`config.mk`:
```
export PLATFORM = sky130hd
export DESIGN_NAME = xup_debounce5
export DESIGN_NICKNAME = d
export VERILOG_FILES = /design/src/rtl/xup_basys3_pkg.sv /design/src/rtl/xup_debounce_ch.sv /design/src/rtl/xup_debounce5.sv
export SDC_FILE = /design/constraint.sdc
export NUM_CORES = 1
export LEC_CHECK = 0
export BUFFER_PORTS_ARGS = -buffer_cell sky130_fd_sc_hd__buf_4
export CELL_PAD_IN_SITES_DETAIL_PLACEMENT = 1
export CELL_PAD_IN_SITES_GLOBAL_PLACEMENT = 1
export CORE_ASPECT_RATIO = 1.25
export CORE_UTILIZATION = 51
export DETAILED_ROUTE_END_ITERATION = 10
export PLACE_DENSITY_LB_ADDON = 0.15
export SYNTH_ARGS = -nofsm -noshare
export SYNTH_HDL_FRONTEND = slang
export SYNTH_SLANG_ARGS = --single-unit
```
`constraint.sdc`:
```
create_clock -name clk -period 5.28 [get_ports clk]
set_clock_uncertainty 0.1 [all_clocks]
set_input_delay 1.056 -clock clk [delete_from_list [all_inputs] [get_ports clk]]
set_output_delay 1.056 -clock clk [all_outputs]
set_load 0.02 [all_outputs]
```
`src/rtl/xup_basys3_pkg.sv`:
```
// Shared Basys3 constants: pushbutton bit positions
// and the debounce length used at a 100 MHz clock.
package xup_basys3_pkg;

   localparam int unsigned BTN_C = 0;
   localparam int unsigned BTN_U = 1;
   localparam int unsigned BTN_L = 2;
   localparam int unsigned BTN_R = 3;
   localparam int unsigned BTN_D = 4;

   localparam int unsigned NUM_BTN = 5;

   // 10 ms of stability at 100 MHz.
   localparam int unsigned DEBOUNCE_100MHZ = 1_000_000;

endpackage

```
`src/rtl/xup_debounce_ch.sv`:
```
// One button channel: 2-flop synchronizer, stability counter,
// debounced level and registered rise/fall pulses.
module xup_debounce_ch #(
   parameter int unsigned DEBOUNCE_COUNT = 1_000_000,
   parameter int unsigned CNT_W          = 20
) (
   input  logic clk,
   input  logic reset,
   input  logic btn_in,
   output logic btn_db,
   output logic btn_rise,
   output logic btn_fall
);

   localparam logic [CNT_W-1:0] CNT_LAST = CNT_W'(DEBOUNCE_COUNT - 1);
   localparam logic [CNT_W-1:0] CNT_ONE  = CNT_W'(1);

   logic             sync1_q;
   logic             sync2_q;
   logic [CNT_W-1:0] cnt_q;
   logic [CNT_W-1:0] cnt_d;
   logic             db_q;
   logic             db_d;
   logic             rise_q;
   logic             rise_d;
   logic             fall_q;
   logic             fall_d;

   // Synchronizer chain: plain flop-to-flop, nothing in between.
   always_ff @(posedge clk) begin
      if (reset) begin
         sync1_q <= 1'b0;
         sync2_q <= 1'b0;
      end else begin
         sync1_q <= btn_in;
         sync2_q <= sync1_q;
      end
   end

   // Count consecutive disagreeing cycles; commit on the last one.
   always_comb begin
      cnt_d  = cnt_q;
      db_d   = db_q;
      rise_d = 1'b0;
      fall_d = 1'b0;
      if (sync2_q == db_q) begin
         cnt_d = '0;
      end else if (cnt_q == CNT_LAST) begin
         cnt_d  = '0;
         db_d   = sync2_q;
         rise_d = sync2_q;
         fall_d = ~sync2_q;
      end else begin
         cnt_d = cnt_q + CNT_ONE;
      end
   end

   // Counter, debounced level and edge pulses update together.
   always_ff @(posedge clk) begin
      if (reset) begin
         cnt_q  <= '0;
         db_q   <= 1'b0;
         rise_q <= 1'b0;
         fall_q <= 1'b0;
      end else begin
         cnt_q  <= cnt_d;
         db_q   <= db_d;
         rise_q <= rise_d;
         fall_q <= fall_d;
      end
   end

   assign btn_db   = db_q;
   assign btn_rise = rise_q;
   assign btn_fall = fall_q;

endmodule

```
`src/rtl/xup_debounce5.sv`:
```
// Five independent debounce channels for the Basys3 buttons;
// bit order C, U, L, R, D feeds gate inputs a..e.
module xup_debounce5
   import xup_basys3_pkg::*;
#(
   parameter int unsigned DEBOUNCE_COUNT = DEBOUNCE_100MHZ,
   parameter int unsigned CNT_W          = 20
) (
   input  logic       clk,
   input  logic       reset,
   input  logic [4:0] btn_in,
   output logic [4:0] btn_db,
   output logic [4:0] btn_rise,
   output logic [4:0] btn_fall
);

   xup_debounce_ch #(
      .DEBOUNCE_COUNT(DEBOUNCE_COUNT),
      .CNT_W         (CNT_W)
   ) u_ch_c (
      .clk     (clk),
      .reset   (reset),
      .btn_in  (btn_in[BTN_C]),
      .btn_db  (btn_db[BTN_C]),
      .btn_rise(btn_rise[BTN_C]),
      .btn_fall(btn_fall[BTN_C])
   );

   xup_debounce_ch #(
      .DEBOUNCE_COUNT(DEBOUNCE_COUNT),
      .CNT_W         (CNT_W)
   ) u_ch_u (
      .clk     (clk),
      .reset   (reset),
      .btn_in  (btn_in[BTN_U]),
      .btn_db  (btn_db[BTN_U]),
      .btn_rise(btn_rise[BTN_U]),
      .btn_fall(btn_fall[BTN_U])
   );

   xup_debounce_ch #(
      .DEBOUNCE_COUNT(DEBOUNCE_COUNT),
      .CNT_W         (CNT_W)
   ) u_ch_l (
      .clk     (clk),
      .reset   (reset),
      .btn_in  (btn_in[BTN_L]),
      .btn_db  (btn_db[BTN_L]),
      .btn_rise(btn_rise[BTN_L]),
      .btn_fall(btn_fall[BTN_L])
   );

   xup_debounce_ch #(
      .DEBOUNCE_COUNT(DEBOUNCE_COUNT),
      .CNT_W         (CNT_W)
   ) u_ch_r (
      .clk     (clk),
      .reset   (reset),
      .btn_in  (btn_in[BTN_R]),
      .btn_db  (btn_db[BTN_R]),
      .btn_rise(btn_rise[BTN_R]),
      .btn_fall(btn_fall[BTN_R])
   );

   xup_debounce_ch #(
      .DEBOUNCE_COUNT(DEBOUNCE_COUNT),
      .CNT_W         (CNT_W)
   ) u_ch_d (
      .clk     (clk),
      .reset   (reset),
      .btn_in  (btn_in[BTN_D]),
      .btn_db  (btn_db[BTN_D]),
      .btn_rise(btn_rise[BTN_D]),
      .btn_fall(btn_fall[BTN_D])
   );

endmodule

```
==> flow_metrics.py <==
metrics = {
    "run_status": {
        "outcome": "finished clean",
    },
    "synthesis": {
        "most_common_library_cells_after_synthesis": "sky130_fd_sc_hd__dfxtp_1, sky130_fd_sc_hd__nor2_1, sky130_fd_sc_hd__xnor2_1",
        "syn-num-nets": 629,
        "netlist.top_cell.by_area": "sky130_fd_sc_hd__dfxtp_1",
        "synth-main-ff-cell": "sky130_fd_sc_hd__dfxtp_1",
        "syn_area_sq_mm": 0.00546,
        "yosys.area.top_type_share": 0.458,
        "async_flop_share": 0,
        "seq_area_frac_synth": 0.458,
        "synth_most_common_cell": "sky130_fd_sc_hd__dfxtp_1",
        "library_cells_used_by_synthesis": 40,
        "syn-mean-instance-area_sq_um": 8.85,
        "synth.area.top_cells": "sky130_fd_sc_hd__dfxtp_1, sky130_fd_sc_hd__xnor2_1, sky130_fd_sc_hd__nor2_1",
        "ys_warn_count": 0,
        "synth-edff-count": 0,
        "ys_seq_elements": 125,
        "post_synthesis_cell_count": 617,
    },
    "timing": {
        "layout_setup_ws_ns": 3.03,
        "period_share": 0.425,
        "finalSetupViolCount": 0,
        "minimum_clock_period_after_layout_ns": 2.25,
        "relSlewSlack": 0.478,
        "rsz0062_at_grt": "no",
        "timing.fmax_mhz": 445,
        "worst_slew_pin_slew_ns": 0.782,
        "slew_viol_final": 0,
        "hold_viol_final": 0,
        "totalNegativeSetupSlack_ns": 0,
    },
    "critical_path": {
        "worst_path_max_delay_cell": "sky130_fd_sc_hd__o21bai_2",
        "setup.worst_path.class": "flop to flop",
        "rrSetupSlack_ns": 3.03,
        "worstPathCellList": "ha_1 > and4_1 > nand4_1 > o21bai_2 > nor2_1",
        "cp_data_required_time_ns": 5.45,
        "setup.worst_path.start_class": "flop",
        "max_stage_delay_ns": 0.72,
        "worstPathArrival_ns": 2.41,
        "path_max_fanout": 19,
        "endpoint_kind": "flop",
    },
    "clock_tree": {
        "cts_max_path_buffers": 2,
        "root_buffer": "sky130_fd_sc_hd__clkbuf_16",
        "post-cts-setup-buffer-count": 0,
        "tritoncts_buffers": 17,
        "cts_tree": "built",
        "clock_sink_count": 125,
        "clk_transition_reported_paths_ns": 0.05,
        "cts_hold_bufs": 0,
        "post_cts_repair_resize_count": 0,
        "insertion_delay_ns": 0.42,
        "h-tree-depth": 4,
    },
    "flow_run": {
        "drv.max_cap_violation_count": 0,
    },
    "global_routing": {
        "first_global_vias": 4660,
        "grt_start_max_net_pins": 27,
        "grt.total_usage": 0.240,
        "number_of_antenna_violations_at_the_first_check_in_global_routing": 0,
        "globalRouteOverflowTotal": 0,
        "grt_first_pass_wirelength_um": 21100,
    },
    "final_layout": {
        "finish.cell_count_without_fillers": 769,
        "syn_to_final_growth_pct": 13.5,
        "finalNetCount": 640,
        "num_antenna_cells": 0,
        "fill_cells": 1209,
        "finalInstanceArea_sq_mm": 0.00620,
        "layout_cells_sized_above_1": 0.100,
    },
    "floorplan": {
        "die_h_um": 118,
        "design.portCount": 22,
        "die_w_um": 94.6,
        "start_util": 0.532,
        "core_area_sq_mm": 0.0103,
        "placementRows": 41,
        "dieArea_sq_mm": 0.0111,
    },
    "routing": {
        "post-route-drc-count": 0,
        "drtAntennaViolNets": 0,
        "drt-vias-per-instance": 5.71,
        "dr_wl_met3_um": 308,
        "dr.max_layer_used": "met4",
        "detail_route.first_pass.iterations": 4,
        "route.layer.met1.wl_um": 5150,
        "wl_per_cell_um": 16.1,
        "first_iter_violations": 118,
        "wirelength_um": 12400,
        "dr_wl_met2_um": 6730,
        "vias": 4389,
    },
    "power": {
        "power_leakage_nw": 1.90,
        "power_mw": 2.12,
        "worst_ir_drop_vdd_v": 0.000200,
        "p_per_area_mw_per_mm2": 342,
    },
    "place": {
        "place_congestion": 0.787,
        "dp_worst_setup_slack_ns": 3.00,
        "place.detailed.instances": 738,
        "detailed_place_hpwl_um": 8390,
        "placedInstanceArea_sq_mm": 0.00561,
        "port_buffers": 21,
    },
    "worst_hold_path": {
        "hold_path_class": "flop to flop",
    },
}
==> worst max-delay path, delay by kind of cell (launching register included) <==
| kind | cells | cell delay [ns] |
|---|---|---|
| AOI/OAI and AO/OA | 1 | 0.72 |
| adders and majority gates | 1 | 0.26 |
| DFF | 1 | 0.40 |
| and+or+nand+nor | 3 | 0.62 |
==> logic make-up (layout without fill, tap and decap cells) <==
| family | after synthesis | in the layout | share of synthesized area |
|---|---|---|---|
| AO/OA/AOI/OAI | 56 | 56 | 0.0648 |
| XOR/XNOR | 74 | 74 | 0.119 |
| adder cells (fa/ha/maj) | 5 | 5 | 0.0115 |
| buffers and inverters | 51 | 74 | 0.0467 |
| flip-flops | 125 | 125 | 0.458 |
| AND/OR/NAND/NOR | 306 | 306 | 0.300 |
==> sequential cells by signal, indices dropped and copies added, names as in the netlist, 20 cells and up <==
register	flops
u_ch_l.cnt_q	20
u_ch_r.cnt_q	20
u_ch_c.cnt_q	20
u_ch_u.cnt_q	20
u_ch_d.cnt_q	20
==> routing by layer <==
metal	GRT usage	up-vias
met2	0.439	50
met1	0.260	2146
met3	0.0491	20
met5	0	-
li1	-	2173
met4	0.105	0
==> report_power, final <==
part	switching [mW]	total, mW	internal [mW]	leakage, nW
Sequential	0.00322	0.952	0.949	1.01
Combinational	0.0128	0.0207	0.00784	0.603
Clock	0.394	1.15	0.752	0.289
==> layout by cell type (no fill, tap or decap), types with 2 or more instances in the layout <==
cell type and instances:
sky130_fd_sc_hd__and3_1 9, sky130_fd_sc_hd__xor2_1 22, sky130_fd_sc_hd__nand3_1 28, sky130_fd_sc_hd__nand4_1 29, sky130_fd_sc_hd__buf_4 22, sky130_fd_sc_hd__o21a_1 2, sky130_fd_sc_hd__nor4b_1 6, sky130_fd_sc_hd__o31ai_1 8
sky130_fd_sc_hd__nand2_1 36, sky130_fd_sc_hd__inv_1 21, sky130_fd_sc_hd__o21ai_2 2, sky130_fd_sc_hd__nor4_1 28, sky130_fd_sc_hd__and4_1 5, sky130_fd_sc_hd__or4_1 10, sky130_fd_sc_hd__clkbuf_1 3, sky130_fd_sc_hd__clkbuf_8 5
sky130_fd_sc_hd__bufinv_16 2, sky130_fd_sc_hd__o21ba_2 2, sky130_fd_sc_hd__clkinv_2 3, sky130_fd_sc_hd__nand4_2 2, sky130_fd_sc_hd__a31o_2 2, sky130_fd_sc_hd__nand4b_1 3, sky130_fd_sc_hd__or3_1 17, sky130_fd_sc_hd__o21ai_0 13
sky130_fd_sc_hd__a21oi_1 23, sky130_fd_sc_hd__nand2b_1 2, sky130_fd_sc_hd__or4_4 2, sky130_fd_sc_hd__nor2b_1 11, sky130_fd_sc_hd__nor3b_1 2, sky130_fd_sc_hd__clkbuf_16 17, sky130_fd_sc_hd__nor4bb_1 2, sky130_fd_sc_hd__ha_1 5
sky130_fd_sc_hd__dfxtp_1 125, sky130_fd_sc_hd__xnor2_1 52, sky130_fd_sc_hd__and2_1 4, sky130_fd_sc_hd__nor2_1 90, sky130_fd_sc_hd__nor3_1 17
==> stage by stage <==
stage | utilization | hold WS, ns
floorplan | - | 0.314
global placement | 0.547 | 0.320
detailed placement | 0.547 | 0.331
CTS | 0.604 | 0.347
global route | 0.604 | 0.357
finish | 0.604 | 0.342
==> worst paths after layout <==
kind	start	depth (start not counted)	endpoint
max reg2reg	u_ch_l.cnt_q[0]	5	u_ch_l.cnt_q[2]
max	u_ch_l.cnt_q[0]	5	u_ch_l.cnt_q[2]
min reg2reg	u_ch_c.sync1_q	1	u_ch_c.sync2_q
min	u_ch_c.sync1_q	1	u_ch_c.sync2_q
==> layout make-up <==
class,count,area [sq um],share of cell area
inverters,21,78.8,0.0127
multi-input cells,441,2700,0.436
flip-flops and latches,125,2500,0.404
clock inverters,6,82.6,0.0133
well taps,129,161,0.0260
repair buffers,22,165,0.0266
clock buffers,25,505,0.0815
No activity file was read; power rests on OpenSTA's default activity.
